File: src/rtl/sad_select_pkg.sv
// Shared constants and types for the block-SAD candidate selector.
// Candidate numbering matches the field order of the packed row SAD word.
package sad_pkg;

    localparam int SAD_W    = 12;
    localparam int NUM_CAND = 5;

    localparam logic [2:0] CAND_RQ   = 3'd0;
    localparam logic [2:0] CAND_RH   = 3'd1;
    localparam logic [2:0] CAND_FULL = 3'd2;
    localparam logic [2:0] CAND_LH   = 3'd3;
    localparam logic [2:0] CAND_LQ   = 3'd4;

    // Visit order of the compare sequencer; earlier entries win ties.
    localparam logic [2:0] CMP_ORDER [NUM_CAND] = '{CAND_FULL, CAND_RH, CAND_LH, CAND_RQ, CAND_LQ};

    typedef enum logic [1:0] {
        ACCUM   = 2'd0,
        COMPARE = 2'd1,
        DONE    = 2'd2
    } state_t;

endpackage

File: src/rtl/sad_select_acc_lane.sv
// One saturating SAD accumulator lane with synchronous clear and add enable.
// Clear takes priority over add, so a row arriving with clear is dropped.
module sad_acc_lane #(
    parameter int ACC_W = 15,
    parameter int IN_W  = 12
) (
    input  logic             clk,
    input  logic             rst_n,
    input  logic             i_clr,
    input  logic             i_add,
    input  logic [IN_W-1:0]  i_val,
    output logic [ACC_W-1:0] o_acc
);

    logic [ACC_W-1:0] r_acc;
    logic [ACC_W:0]   w_sum;

    // One guard bit catches the overflow that selects the saturated value.
    assign w_sum = {1'b0, r_acc} + {{(ACC_W + 1 - IN_W){1'b0}}, i_val};

    always_ff @(posedge clk or negedge rst_n) begin
        if (!rst_n) begin
            r_acc <= '0;
        end else if (i_clr) begin
            r_acc <= '0;
        end else if (i_add) begin
            r_acc <= w_sum[ACC_W] ? {ACC_W{1'b1}} : w_sum[ACC_W-1:0];
        end
    end

    assign o_acc = r_acc;

endmodule

File: src/rtl/sad_select.sv
// Accumulates five candidate SADs over a block of rows, then walks them in
// priority order to pick the minimum-cost candidate for the MV decision.
module sad_select
    import sad_pkg::*;
#(
    parameter int ROWS  = 8,
    parameter int ACC_W = 15
) (
    input  logic                      clk,
    input  logic                      rst_n,
    input  logic                      clear,
    input  logic                      sad_valid,
    input  logic [NUM_CAND*SAD_W-1:0] sad,
    output logic                      sad_ready,
    output logic                      best_valid,
    input  logic                      best_ready,
    output logic [ACC_W-1:0]          best_sad,
    output logic [2:0]                best_idx
);

    localparam int CNT_W = $clog2(ROWS);

    state_t           r_state;
    state_t           w_state_nxt;
    logic             r_sad_ready;
    logic             r_best_valid;
    logic [CNT_W-1:0] r_row;
    logic [2:0]       r_step;
    logic [ACC_W-1:0] r_best_sad;
    logic [2:0]       r_best_idx;

    logic             w_accept;
    logic             w_last_row;
    logic             w_res_hs;
    logic             w_lane_clr;
    logic             w_last_step;
    logic [2:0]       w_cand_idx;
    logic [ACC_W-1:0] w_cand_acc;
    logic [ACC_W-1:0] w_acc [NUM_CAND];

    assign w_accept    = (r_state == ACCUM) && r_sad_ready && sad_valid;
    assign w_last_row  = w_accept && (r_row == CNT_W'(ROWS - 1));
    assign w_res_hs    = (r_state == DONE) && r_best_valid && best_ready;
    assign w_lane_clr  = clear || w_res_hs;
    assign w_last_step = (r_step == 3'd4);

    for (genvar k = 0; k < NUM_CAND; k++) begin : g_lane
        sad_acc_lane #(
            .ACC_W (ACC_W),
            .IN_W  (SAD_W)
        ) u_lane (
            .clk   (clk),
            .rst_n (rst_n),
            .i_clr (w_lane_clr),
            .i_add (w_accept),
            .i_val (sad[k*SAD_W +: SAD_W]),
            .o_acc (w_acc[k])
        );
    end

    always_comb begin
        w_cand_idx = CMP_ORDER[0];
        case (r_step)
            3'd1:    w_cand_idx = CMP_ORDER[1];
            3'd2:    w_cand_idx = CMP_ORDER[2];
            3'd3:    w_cand_idx = CMP_ORDER[3];
            3'd4:    w_cand_idx = CMP_ORDER[4];
            default: w_cand_idx = CMP_ORDER[0];
        endcase
        w_cand_acc = w_acc[0];
        case (w_cand_idx)
            3'd1:    w_cand_acc = w_acc[1];
            3'd2:    w_cand_acc = w_acc[2];
            3'd3:    w_cand_acc = w_acc[3];
            3'd4:    w_cand_acc = w_acc[4];
            default: w_cand_acc = w_acc[0];
        endcase
    end

    always_comb begin
        w_state_nxt = r_state;
        if (clear) begin
            w_state_nxt = ACCUM;
        end else begin
            case (r_state)
                ACCUM:   if (w_last_row)  w_state_nxt = COMPARE;
                COMPARE: if (w_last_step) w_state_nxt = DONE;
                DONE:    if (w_res_hs)    w_state_nxt = ACCUM;
                default: w_state_nxt = ACCUM;
            endcase
        end
    end

    // Handshake outputs follow the next state so they are registered yet on time.
    always_ff @(posedge clk or negedge rst_n) begin
        if (!rst_n) begin
            r_state      <= ACCUM;
            r_sad_ready  <= 1'b0;
            r_best_valid <= 1'b0;
            r_row        <= '0;
            r_step       <= '0;
            r_best_sad   <= '0;
            r_best_idx   <= '0;
        end else begin
            r_state      <= w_state_nxt;
            r_sad_ready  <= (w_state_nxt == ACCUM);
            r_best_valid <= (w_state_nxt == DONE);
            if (clear) begin
                r_row      <= '0;
                r_step     <= '0;
                r_best_sad <= '0;
                r_best_idx <= '0;
            end else begin
                if (w_accept) begin
                    r_row <= w_last_row ? '0 : r_row + 1'b1;
                end
                if (r_state == COMPARE) begin
                    r_step <= w_last_step ? 3'd0 : r_step + 3'd1;
                    // Strict less-than keeps the earlier candidate on a tie.
                    if ((r_step == 3'd0) || (w_cand_acc < r_best_sad)) begin
                        r_best_sad <= w_cand_acc;
                        r_best_idx <= w_cand_idx;
                    end
                end
            end
        end
    end

    assign sad_ready  = r_sad_ready;
    assign best_valid = r_best_valid;
    assign best_sad   = r_best_sad;
    assign best_idx   = r_best_idx;

endmodule

File: config.mk
export PLATFORM = sky130hd
export DESIGN_NAME = sad_select
export DESIGN_NICKNAME = d
export VERILOG_FILES = /design/src/rtl/sad_select_pkg.sv /design/src/rtl/sad_select_acc_lane.sv /design/src/rtl/sad_select.sv
export SDC_FILE = /design/constraint.sdc
export NUM_CORES = 1
export LEC_CHECK = 0
export BUFFER_PORTS_ARGS = -buffer_cell sky130_fd_sc_hd__buf_2
export CAP_MARGIN = 20
export CELL_PAD_IN_SITES_DETAIL_PLACEMENT = 2
export CELL_PAD_IN_SITES_GLOBAL_PLACEMENT = 2
export CORE_MARGIN = 2
export CORE_UTILIZATION = 33
export CTS_CLUSTER_SIZE = 25
export DETAILED_ROUTE_END_ITERATION = 6
export PLACE_DENSITY_LB_ADDON = 0.05
export SLEW_MARGIN = 20
export SYNTH_ARGS = -nofsm -noshare
export SYNTH_HDL_FRONTEND = slang
export SYNTH_SLANG_ARGS = --single-unit
File: constraint.sdc
create_clock -name clk -period 3.46 [get_ports clk]
set_input_delay 0.519 -clock clk [delete_from_list [all_inputs] [get_ports clk]]
set_output_delay 0.519 -clock clk [all_outputs]
set_load 0.02 [all_outputs]
==> flow_summary.ini <==
[detailed_routing]
drt-initial-drc-count = 339
wl_um = 29900
drc_errors = 0
ant_nets = 0
via_per_inst = 5.56
post_drt_wl_per_cell_um = 21.7
first_pass_iters = 5
dr_total_vias = 7674

[synth]
syn_inst = 930
async_reset_ff_frac = 1.00
synth_edf_count = 0
synthMuxAreaShare = 0.0254
ys_types = 67
synthFlopType = dfrtp_1
synth_seq_cells = 103
synth_warnings = 0
syn_avg_cell_area_um2 = 8.53
syn_nets = 1080
synth_xor_area_frac = 0.0364
yosys.area_share.simple = 0.172
synth_top_family_by_area = compound AO/OA/AOI/OAI gates
synth_compound_area_frac = 0.261
netlist_area_um2 = 7930
synthAdderAreaFrac = 0.139
ys_seq_area_frac = 0.325

[final_layout]
drive_above_1_share = 0.205
final_common_cell = nand2_1
finalCoreUtilization = 0.413
syn2layout_area_growth_pct = 22.4
nFillCells = 2706
antennaDiodeCount = 0
mostFrequentLayoutCells = nand2_1, dfrtp_1, buf_2
nets = 1205

[global_route]
grtUsageMet2 = 0.379
grt_pass1_vias = 8048
grt_max_degree = 58
busiest_layer = met2
grt_overflow = 0
grtUsageMet1 = 0.333
grt.total_usage = 0.235
grt_pass1_wl_um = 47000
antenna_found_initial = 0
use_met3 = 0.0284

[die]
start_util = 0.337
die_h_um = 159
num_rows = 56
core_area_um2 = 23500
boundaryPins = 85
die_area_um2 = 25300
fp.dieW_um = 159

[clock_tree]
clock_latency_ns = 0.36
cts_tree = built
clk_pin_slew_worst_paths_ns = 0.07
ctsHoldBuffers = 0
cts.htree.levels = 3
cts_sinks = 103
cts-root-buf = clkbuf_16
cts_buffer_depth = 2
numCtsBuffers = 9

[worst_setup_path]
path_cells = buf_6 -> ha_4 -> nor3b_4 -> buf_6 -> a222oi_1 -> a31oi_4 -> ha_4 -> nand2_2 -> or4_4 -> o41ai_4 -> o21ai_4 -> clkbuf_16 -> mux2i_1 -> nor2_1
crit_required_ns = 3.68
critPathLaunchType = flop
worst-path-max-fanout = 6
critPathArrivalTime_ns = 3.94
critPathTopFamily = compound AO/OA/AOI/OAI gates
rrSetupSlack_ns = -0.25
crit_path_end_kind = flop
crit_slowest_cell = a222oi_1
crit_type = reg2reg
slowest_delay_ns = 0.54
path_buf_inv = 3

[power]
p_comb_frac = 0.354
intPower_w = 0.00239
seqPwrFrac = 0.386
power.leakage_nw = 4.59
peakVddDrop_mv = 0.216
clkPwrFrac = 0.260
powerDensity_nw_per_um2 = 394
sw_frac_of_total = 0.375
switchingPower_w = 0.00143

[sta]
worst_slack_ns = -0.254
setup_viol = 18
slew_violations = 0
min_period_over_period = 1.07
rsz0062_at_grt = yes
fin_crit_ns = 3.71
fmaxAchievable_ghz = 0.269
tightest_slew_ns = 0.674
fin_setup_tns_ns = -3.61
hold_viol = 0
slew_headroom = 0.545
finClkSkew_ns = 0.00901

[status]
status = complete, but fails checks
violations = negative setup slack

[worst_hold_path]
hold_path_class = in2async

[placed_design]
dp_hpwl_um = 22700
pre_cts_ws_ns = -0.426
routabilityCongestion = 0.823
portBuffers = 84

[flow_run]
drv_cap = 0
==> repair_timing <==
action	CTS	global route
resized for setup	31	20
setup buffers	8	7
cloned	3	4
pin swaps	4	4
endpoints found under the setup margin	18	18
==> power by group through the flow <==
stage,Clock (W),Sequential [W],Combinational (W)
2_1_floorplan,0,0.00141,0.000902
4_1_cts,0.00103,0.00148,0.00133
3_3_place_gp,0,0.00150,0.00125
6_report,0.000995,0.00148,0.00135
3_5_place_dp,0,0.00150,0.00129
5_1_grt,0.00107,0.00149,0.00153
==> cell families after synthesis <==
kind of cell,after synthesis
and+or+nand+nor,301
muxes,20
adders and majority gates,85
xor gates and xnor gates,33
AOI/OAI and AO/OA,306
DFF,103
buffers and inverters,82
==> sequential cells by signal, summed over array words and instances (netlist names) <==
| name | cells |
|---|---|
| best_idx | 3 |
| best_sad | 15 |
| best_valid | 1 |
| g_lane.u_lane.o_acc | 75 |
| r_row | 3 |
| r_state | 2 |
| r_step | 3 |
| sad_ready | 1 |
==> synth_stat cells, drive strengths merged, types with 9 or more instances <==
library cell | number | share of area
dfrtp | 103 | 0.32
nor2b | 14 | 0.011
nor2 | 87 | 0.041
mux2i | 19 | 0.024
clkbuf | 29 | 0.014
a21oi | 65 | 0.041
nor3 | 19 | 0.013
a211oi | 15 | 0.015
nand2 | 114 | 0.054
xnor2 | 21 | 0.023
inv | 45 | 0.021
nand3 | 15 | 0.0095
nand2b | 10 | 0.0079
a31oi | 24 | 0.019
a222oi | 14 | 0.018
nor4 | 9 | 0.0071
ha | 80 | 0.13
a21o | 20 | 0.019
xor2 | 12 | 0.013
o21ai | 72 | 0.045
o21a | 19 | 0.018
==> worst paths after layout <==
kind,to,cells after the start,start
max,best_sad[1]$_DFFE_PN0P_,14,r_step[0]$_DFFE_PN0P_
min,g_lane[0].u_lane.o_acc[8]$_DFFE_PN0P_,1,rst_n
max reg2reg,best_sad[1]$_DFFE_PN0P_,14,r_step[0]$_DFFE_PN0P_
min reg2reg,g_lane[3].u_lane.o_acc[0]$_DFFE_PN0P_,2,g_lane[3].u_lane.o_acc[0]$_DFFE_PN0P_
max in group asynchronous,r_step[1]$_DFFE_PN0P_,2,rst_n
min in group clk,g_lane[3].u_lane.o_acc[0]$_DFFE_PN0P_,2,g_lane[3].u_lane.o_acc[0]$_DFFE_PN0P_
==> metal layers <==
metal | up-vias | share of wire
li1 | 3678 | -
met5 | - | 0
met4 | 0 | 0.022
met2 | 119 | 0.47
met1 | 3845 | 0.48
met3 | 32 | 0.026
==> through the flow <==
step	cells	hold slack, ns	instance area (um^2)	power [W]
detailed placement	1343	0.510	9020	0.00278
finish	1379	0.189	9710	0.00382
floorplan	930	0.223	7980	0.00231
global placement	1343	0.494	9020	0.00275
CTS	1370	0.214	9540	0.00383
global route	1379	0.237	9710	0.00409
==> area by class of cell <==
cell class | count | area (um^2) | area share
clock inverters | 7 | 48.8 | 0.00502
clock buffers | 9 | 225 | 0.0232
multi-input cells | 747 | 5310 | 0.546
well taps | 319 | 399 | 0.0411
flip-flops and latches | 103 | 2580 | 0.266
repair buffers | 149 | 985 | 0.101
inverters | 45 | 169 | 0.0174
(Power assumes the default switching activity.)
